==> config.mk <==
export PLATFORM = sky130hd
export DESIGN_NAME = fifo_mp_flush
export DESIGN_NICKNAME = d
export VERILOG_FILES = /design/src/rtl/fifo_pkg.sv /design/src/rtl/fifo_mp_ram.sv /design/src/rtl/fifo_mp_flush.sv
export SDC_FILE = /design/constraint.sdc
export NUM_CORES = 1
export LEC_CHECK = 0
export BUFFER_PORTS_ARGS = -buffer_cell sky130_fd_sc_hd__buf_2
export CORE_AREA = 8 8 295 297
export CTS_BUF_LIST = sky130_fd_sc_hd__clkbuf_8
export DETAILED_ROUTE_END_ITERATION = 10
export DIE_AREA = 0 0 303 305
export RECOVER_POWER = 100
export SETUP_SLACK_MARGIN = 0.2
export SLEW_MARGIN = 0
export SYNTH_ARGS = -nofsm -noshare
export SYNTH_HDL_FRONTEND = slang
export SYNTH_HIERARCHICAL = 1
export SYNTH_SLANG_ARGS = --single-unit
==> constraint.sdc <==
create_clock -name clk -period 11.8 [get_ports clk]
set_input_delay 2.36 -clock clk [delete_from_list [all_inputs] [get_ports clk]]
set_output_delay 2.36 -clock clk [all_outputs]
set_load 0.01 [all_outputs]
==> src/rtl/fifo_pkg.sv <==
// fifo_pkg: shared constants and helpers for the multi-lane flushable FIFO.
// Provides the lane-slice macro, a clog2-style constant function for the
// lane-count widths and the depth derivation from the address width.
`ifndef FIFO_LANE
`define FIFO_LANE(i, w) (i)*(w) +: (w)
`endif

package fifo_pkg;

  // Number of bits needed to encode values 0..n-1 (minimum 0).
  function automatic int fifo_clog2(input int n);
    int r;
    int v;
    r = 0;
    v = n - 1;
    while (v > 0) begin
      r++;
      v = v >> 1;
    end
    return r;
  endfunction

  // Storage depth derived from the pointer address width.
  function automatic int fifo_depth(input int aw);
    return 1 << aw;
  endfunction

endpackage

==> src/rtl/fifo_mp_ram.sv <==
// fifo_mp_ram: DEPTH x DATA_LEN storage with WR_PORTS write lanes and
// RD_PORTS asynchronous read lanes. Lane i addresses base+i, wrapping mod
// DEPTH. Storage is deliberately not reset.
`ifndef FIFO_LANE
`define FIFO_LANE(i, w) (i)*(w) +: (w)
`endif

module fifo_mp_ram
  import fifo_pkg::*;
#(
  parameter int DATA_LEN   = 32,
  parameter int ADDR_WIDTH = 4,
  parameter int WR_PORTS   = 2,
  parameter int RD_PORTS   = 2
) (
  input  logic                         clk,
  input  logic [WR_PORTS-1:0]          we_i,
  input  logic [ADDR_WIDTH-1:0]        waddr_i,
  input  logic [WR_PORTS*DATA_LEN-1:0] wdata_i,
  input  logic [ADDR_WIDTH-1:0]        raddr_i,
  output logic [RD_PORTS*DATA_LEN-1:0] rdata_o
);

  localparam int DEPTH = fifo_depth(ADDR_WIDTH);

  logic [DATA_LEN-1:0] mem_q [DEPTH];

  // Write each enabled lane to consecutive addresses starting at the base.
  always_ff @(posedge clk) begin
    for (int i = 0; i < WR_PORTS; i++) begin
      if (we_i[i]) begin
        mem_q[waddr_i + ADDR_WIDTH'(i)] <= wdata_i[`FIFO_LANE(i, DATA_LEN)];
      end
    end
  end

  // Present consecutive entries from the read base on the read lanes.
  always_comb begin
    rdata_o = '0;
    for (int i = 0; i < RD_PORTS; i++) begin
      rdata_o[`FIFO_LANE(i, DATA_LEN)] = mem_q[raddr_i + ADDR_WIDTH'(i)];
    end
  end

endmodule

==> src/rtl/fifo_mp_flush.sv <==
// fifo_mp_flush: multi-lane FIFO with flush, used as the instruction buffer
// between fetch and decode. Up to WR_PORTS pushes and RD_PORTS pops per
// cycle with all-or-nothing acceptance; flush discards every entry.
// Optional macro FIFO_MP_ERR_EN enables the sticky overflow/underflow flag
// err; without it err is tied low.
`ifndef FIFO_LANE
`define FIFO_LANE(i, w) (i)*(w) +: (w)
`endif

module fifo_mp_flush
  import fifo_pkg::*;
#(
  parameter int DATA_LEN     = 32,
  parameter int ADDR_WIDTH   = 4,
  parameter int WR_PORTS     = 2,
  parameter int RD_PORTS     = 2,
  parameter int AFULL_THRESH = fifo_depth(ADDR_WIDTH) - 2,
  localparam int DEPTH       = fifo_depth(ADDR_WIDTH),
  localparam int WN_W        = fifo_clog2(WR_PORTS + 1),
  localparam int RN_W        = fifo_clog2(RD_PORTS + 1)
) (
  input  logic                         clk,
  input  logic                         rst,
  input  logic                         flush,
  input  logic [WN_W-1:0]              wr_num,
  input  logic [WR_PORTS*DATA_LEN-1:0] wdata,
  input  logic [RN_W-1:0]              rd_num,
  output logic [RD_PORTS*DATA_LEN-1:0] rdata,
  output logic [RN_W-1:0]              rd_avail,
  output logic [ADDR_WIDTH:0]          count,
  output logic [ADDR_WIDTH:0]          free,
  output logic                         empty,
  output logic                         full,
  output logic                         almost_full,
  output logic                         err
);

  localparam int PW = ADDR_WIDTH + 1;

  logic [PW-1:0]       wr_ptr_q, wr_ptr_d;
  logic [PW-1:0]       rd_ptr_q, rd_ptr_d;
  logic                wr_ok, rd_ok, wr_fire;
  logic [WR_PORTS-1:0] lane_we;

  // The extra pointer bit distinguishes full from empty.
  assign count       = wr_ptr_q - rd_ptr_q;
  assign free        = PW'(DEPTH) - count;
  assign empty       = (count == '0);
  assign full        = (count == PW'(DEPTH));
  assign almost_full = (int'(count) >= AFULL_THRESH);

  // Readable lanes: the stored count, capped at the number of read lanes.
  always_comb begin
    if (int'(count) >= RD_PORTS) begin
      rd_avail = RN_W'(RD_PORTS);
    end else begin
      rd_avail = RN_W'(count);
    end
  end

  // All-or-nothing acceptance judged on pre-edge occupancy; a same-cycle
  // read never makes room for a write, nor can a write be read back.
  assign wr_ok   = (int'(wr_num) <= WR_PORTS) && (int'(wr_num) <= int'(free));
  assign rd_ok   = (rd_num <= rd_avail);
  assign wr_fire = !flush && wr_ok && (wr_num != '0);

  // Enable the first wr_num lanes of an accepted write.
  always_comb begin
    lane_we = '0;
    for (int i = 0; i < WR_PORTS; i++) begin
      lane_we[i] = wr_fire && (i < int'(wr_num));
    end
  end

  // Pointer advance; flush collapses the write pointer onto the read pointer.
  always_comb begin
    wr_ptr_d = wr_ptr_q;
    rd_ptr_d = rd_ptr_q;
    if (flush) begin
      wr_ptr_d = rd_ptr_q;
    end else begin
      if (wr_ok) wr_ptr_d = wr_ptr_q + PW'(wr_num);
      if (rd_ok) rd_ptr_d = rd_ptr_q + PW'(rd_num);
    end
  end

  // Pointer registers with asynchronous reset.
  always_ff @(posedge clk or posedge rst) begin
    if (rst) begin
      wr_ptr_q <= '0;
      rd_ptr_q <= '0;
    end else begin
      wr_ptr_q <= wr_ptr_d;
      rd_ptr_q <= rd_ptr_d;
    end
  end

`ifdef FIFO_MP_ERR_EN
  logic err_q, err_d;

  // Sticky flag: any rejected non-zero request outside a flush sets it.
  always_comb begin
    err_d = err_q;
    if (!flush && (!wr_ok || !rd_ok)) err_d = 1'b1;
  end

  // Error flag register, cleared only by reset.
  always_ff @(posedge clk or posedge rst) begin
    if (rst) err_q <= 1'b0;
    else     err_q <= err_d;
  end

  assign err = err_q;
`else
  assign err = 1'b0;
`endif

  fifo_mp_ram #(
    .DATA_LEN   (DATA_LEN),
    .ADDR_WIDTH (ADDR_WIDTH),
    .WR_PORTS   (WR_PORTS),
    .RD_PORTS   (RD_PORTS)
  ) u_ram (
    .clk     (clk),
    .we_i    (lane_we),
    .waddr_i (wr_ptr_q[ADDR_WIDTH-1:0]),
    .wdata_i (wdata),
    .raddr_i (rd_ptr_q[ADDR_WIDTH-1:0]),
    .rdata_o (rdata)
  );

endmodule

==> impl_metrics.json <==
{
  "status": "complete, but fails checks",
  "violations": "max-capacitance violations, max-slew violations",
  "clk_pin_slew_ps": 50,
  "yosys.area_share.simple": 0.0351,
  "power_mw": 8.22,
  "synth-async-reset-ratio": 0.0192,
  "dieArea_sq_um": 92400,
  "h-tree-depth": 3,
  "postRouteAntennaNets": 0,
  "die_h_um": 305,
  "power_leakage_nw": 11.0,
  "tritoncts": "yes",
  "finalSetupViolCount": 0,
  "fin_tns_setup_ps": 0,
  "synth_top_family_by_area": "multiplexers",
  "cts-root-buf": "clkbuf_8",
  "firstDrtPassIters": 7,
  "synthAdderAreaFrac": 0.00843,
  "preCtsSetupSlack_ps": 4730,
  "syn-cell-area_sq_um": 30900,
  "final_cell_area_sq_um": 33900,
  "port-buffer-count": 149,
  "dp_hpwl_um": 56600,
  "grt_pass1_vias": 20500,
  "final_layout_size_suffix_gt1_frac": 0.432,
  "antenna_found_initial": 8,
  "clk_latency_ps": 710,
  "gp_routability_congestion": 0.798,
  "synth_nets": 2034,
  "max_freq_ghz": 0.111,
  "synth-seq-cells": 522,
  "synth_area_per_cell_sq_um": 15.9,
  "end_kind": "output pin",
  "maxSlewHeadroom": -1.15,
  "core_sq_um": 82600,
  "post-route-period-util": 0.762,
  "cp_max_fo": 45,
  "worst_pin_slew_ps": 3230,
  "cts_setup_buffers": 0,
  "min_path_type": "register to register",
  "hold_viol_final": 0,
  "cp.required_ps": 9440,
  "clock_sink_count": 522,
  "fin_nets": 2115,
  "wirelength_um": 97600,
  "area_growth_pct": 9.96,
  "ys_seq_area_frac": 0.506,
  "fin_skew_ps": 32.8,
  "gr-usage-all-layers": 0.208,
  "final_common_cell": "edfxtp_1",
  "final_cell_mix": "edfxtp_1, mux2_2, mux4_2, nand2_1, mux2_1",
  "grt_max_degree": 141,
  "final_util": 0.411,
  "max-cap-violations": 28,
  "routedWlPerCell_um": 30.7,
  "cts-resized-gates": 0,
  "synth-xor-area-share": 0.00280,
  "arrival_ps": 6630,
  "synth_edf_count": 512,
  "drc": 0,
  "vias": 19400,
  "grt-ovfl-total": 0,
  "io_pins": 151,
  "period_needed_ps": 8990,
  "worstSetupStartpointType": "register",
  "stdcell_count": 3180,
  "rsz0062_at_grt": "no",
  "synth_mux_area_frac": 0.378,
  "ys.flop_type": "edfxtp_1",
  "yosysWarningCount": 6,
  "vias_per_cell": 6.10,
  "yosys.cell_types.count": 60,
  "hold_buffers": 0,
  "place_inst": 3011,
  "fp.dieW_um": 303,
  "cts_max_path_buffers": 3,
  "path_class": "register to output pin",
  "initial_utilization": 0.374,
  "dr.first_iter.drc_count": 1724,
  "setup_slack_ps": 2810,
  "cts_made_buffers": 92,
  "p_per_area_nw_per_um2": 242,
  "rows": 106,
  "grt_first_pass_wirelength_um": 142000,
  "synth-compound-area-share": 0.0349,
  "maxSlewViolCount": 533,
  "hold_ws_ps": 528,
  "post_dp_cell_area_sq_um": 32700,
  "ir_worst_vdd_uv": 221,
  "synthCells": 1944
}
-- sequential cells by signal, summed over array words and instances (netlist names) --
signal,cells
rd_ptr_q,5
wr_ptr_q,5
u_ram/mem_q,512
-- kinds of logic (layout without fill, tap and decap cells) --
logic type,after synthesis,count (layout)
flip-flops,522,522
XOR/XNOR,9,9
multiplexers,770,770
adder cells (fa/ha/maj),19,19
buffers and inverters,237,391
AND/OR/NAND/NOR,222,222
other,1,3
AO/OA/AOI/OAI,164,164
-- layout make-up --
| cell class | count | area (sq um) |
|---|---|---|
| Antenna cell | 2 | 5.00 |
| Clock buffer | 95 | 1310 |
| Clock inverter | 72 | 384 |
| Fill cell | 7591 | 48700 |
| Inverter | 24 | 90.1 |
| Multi-Input combinational cell | 1185 | 14200 |
| Sequential cell | 522 | 15600 |
| Tap cell | 1080 | 1350 |
| Timing Repair Buffer | 200 | 995 |
-- critical path, cell delays in order (launching register included) --
cell      delay (ps)
dfrtp_1         1710
buf_4            970
a21bo_1          350
a41o_1           880
clkbuf_1        1270
a22oi_1          290
nand3_1          270
clkbuf_1         180
-- synth_stat cells, types with 3 or more instances --
| cell | number | share of area |
|---|---|---|
| o21ai_0 | 64 | 0.010 |
| nor2b_1 | 9 | 0.0018 |
| o21ai_1 | 3 | 0.00049 |
| nand3b_1 | 3 | 0.00073 |
| nand3_1 | 3 | 0.00049 |
| nor3_1 | 7 | 0.0011 |
| mux2_2 | 402 | 0.15 |
| a21oi_1 | 12 | 0.0019 |
| inv_1 | 23 | 0.0028 |
| mux2_4 | 27 | 0.013 |
| buf_4 | 12 | 0.0029 |
| dfrtp_1 | 10 | 0.0081 |
| mux2_1 | 84 | 0.031 |
| a22oi_1 | 66 | 0.016 |
| ha_1 | 16 | 0.0065 |
| nand4_1 | 31 | 0.0063 |
| clkbuf_1 | 112 | 0.014 |
| nor2_1 | 30 | 0.0036 |
| buf_6 | 5 | 0.0018 |
| edfxtp_1 | 512 | 0.50 |
| nand2_1 | 111 | 0.013 |
| xnor2_1 | 6 | 0.0017 |
| fa_1 | 3 | 0.0019 |
| or3_1 | 3 | 0.00061 |
| nand2b_1 | 9 | 0.0018 |
| mux4_2 | 256 | 0.19 |
| buf_2 | 84 | 0.014 |
-- layer usage --
| metal | up-vias | routed length (um) | global-route usage |
|---|---|---|---|
| met5 | - | 13 | 0 |
| met4 | 2 | 3060 | 0.0646 |
| met3 | 210 | 7500 | 0.0449 |
| met2 | 853 | 48100 | 0.350 |
| met1 | 10300 | 38900 | 0.267 |
| li1 | 8057 | - | - |
-- report_power, final --
part	switching, mW	internal (mW)	leakage (nW)
clock	0.781	0.812	0.990
combinational	2.46	1.72	5.32
sequential	0.176	2.28	4.74
total	3.41	4.81	11.0
-- final timing paths --
kind / endpoint / slack (ps) / startpoint / cells after the start
hold / removal: rd_ptr_q[4] / 530 / rd_ptr_q[4] / 1
hold reg to reg: rd_ptr_q[4] / 530 / rd_ptr_q[4] / 1
setup / recovery: rdata[62] / 2810 / rd_ptr_q[1] / 7
setup reg to reg: u_ram/mem_q[14][11] / 2840 / rd_ptr_q[1] / 16
min in group asynchronous: wr_ptr_q[4] / 1630 / rst / 2
max in group asynchronous: rd_ptr_q[0] / 9850 / rst / 2
No activity file was read; power rests on OpenSTA's default activity.
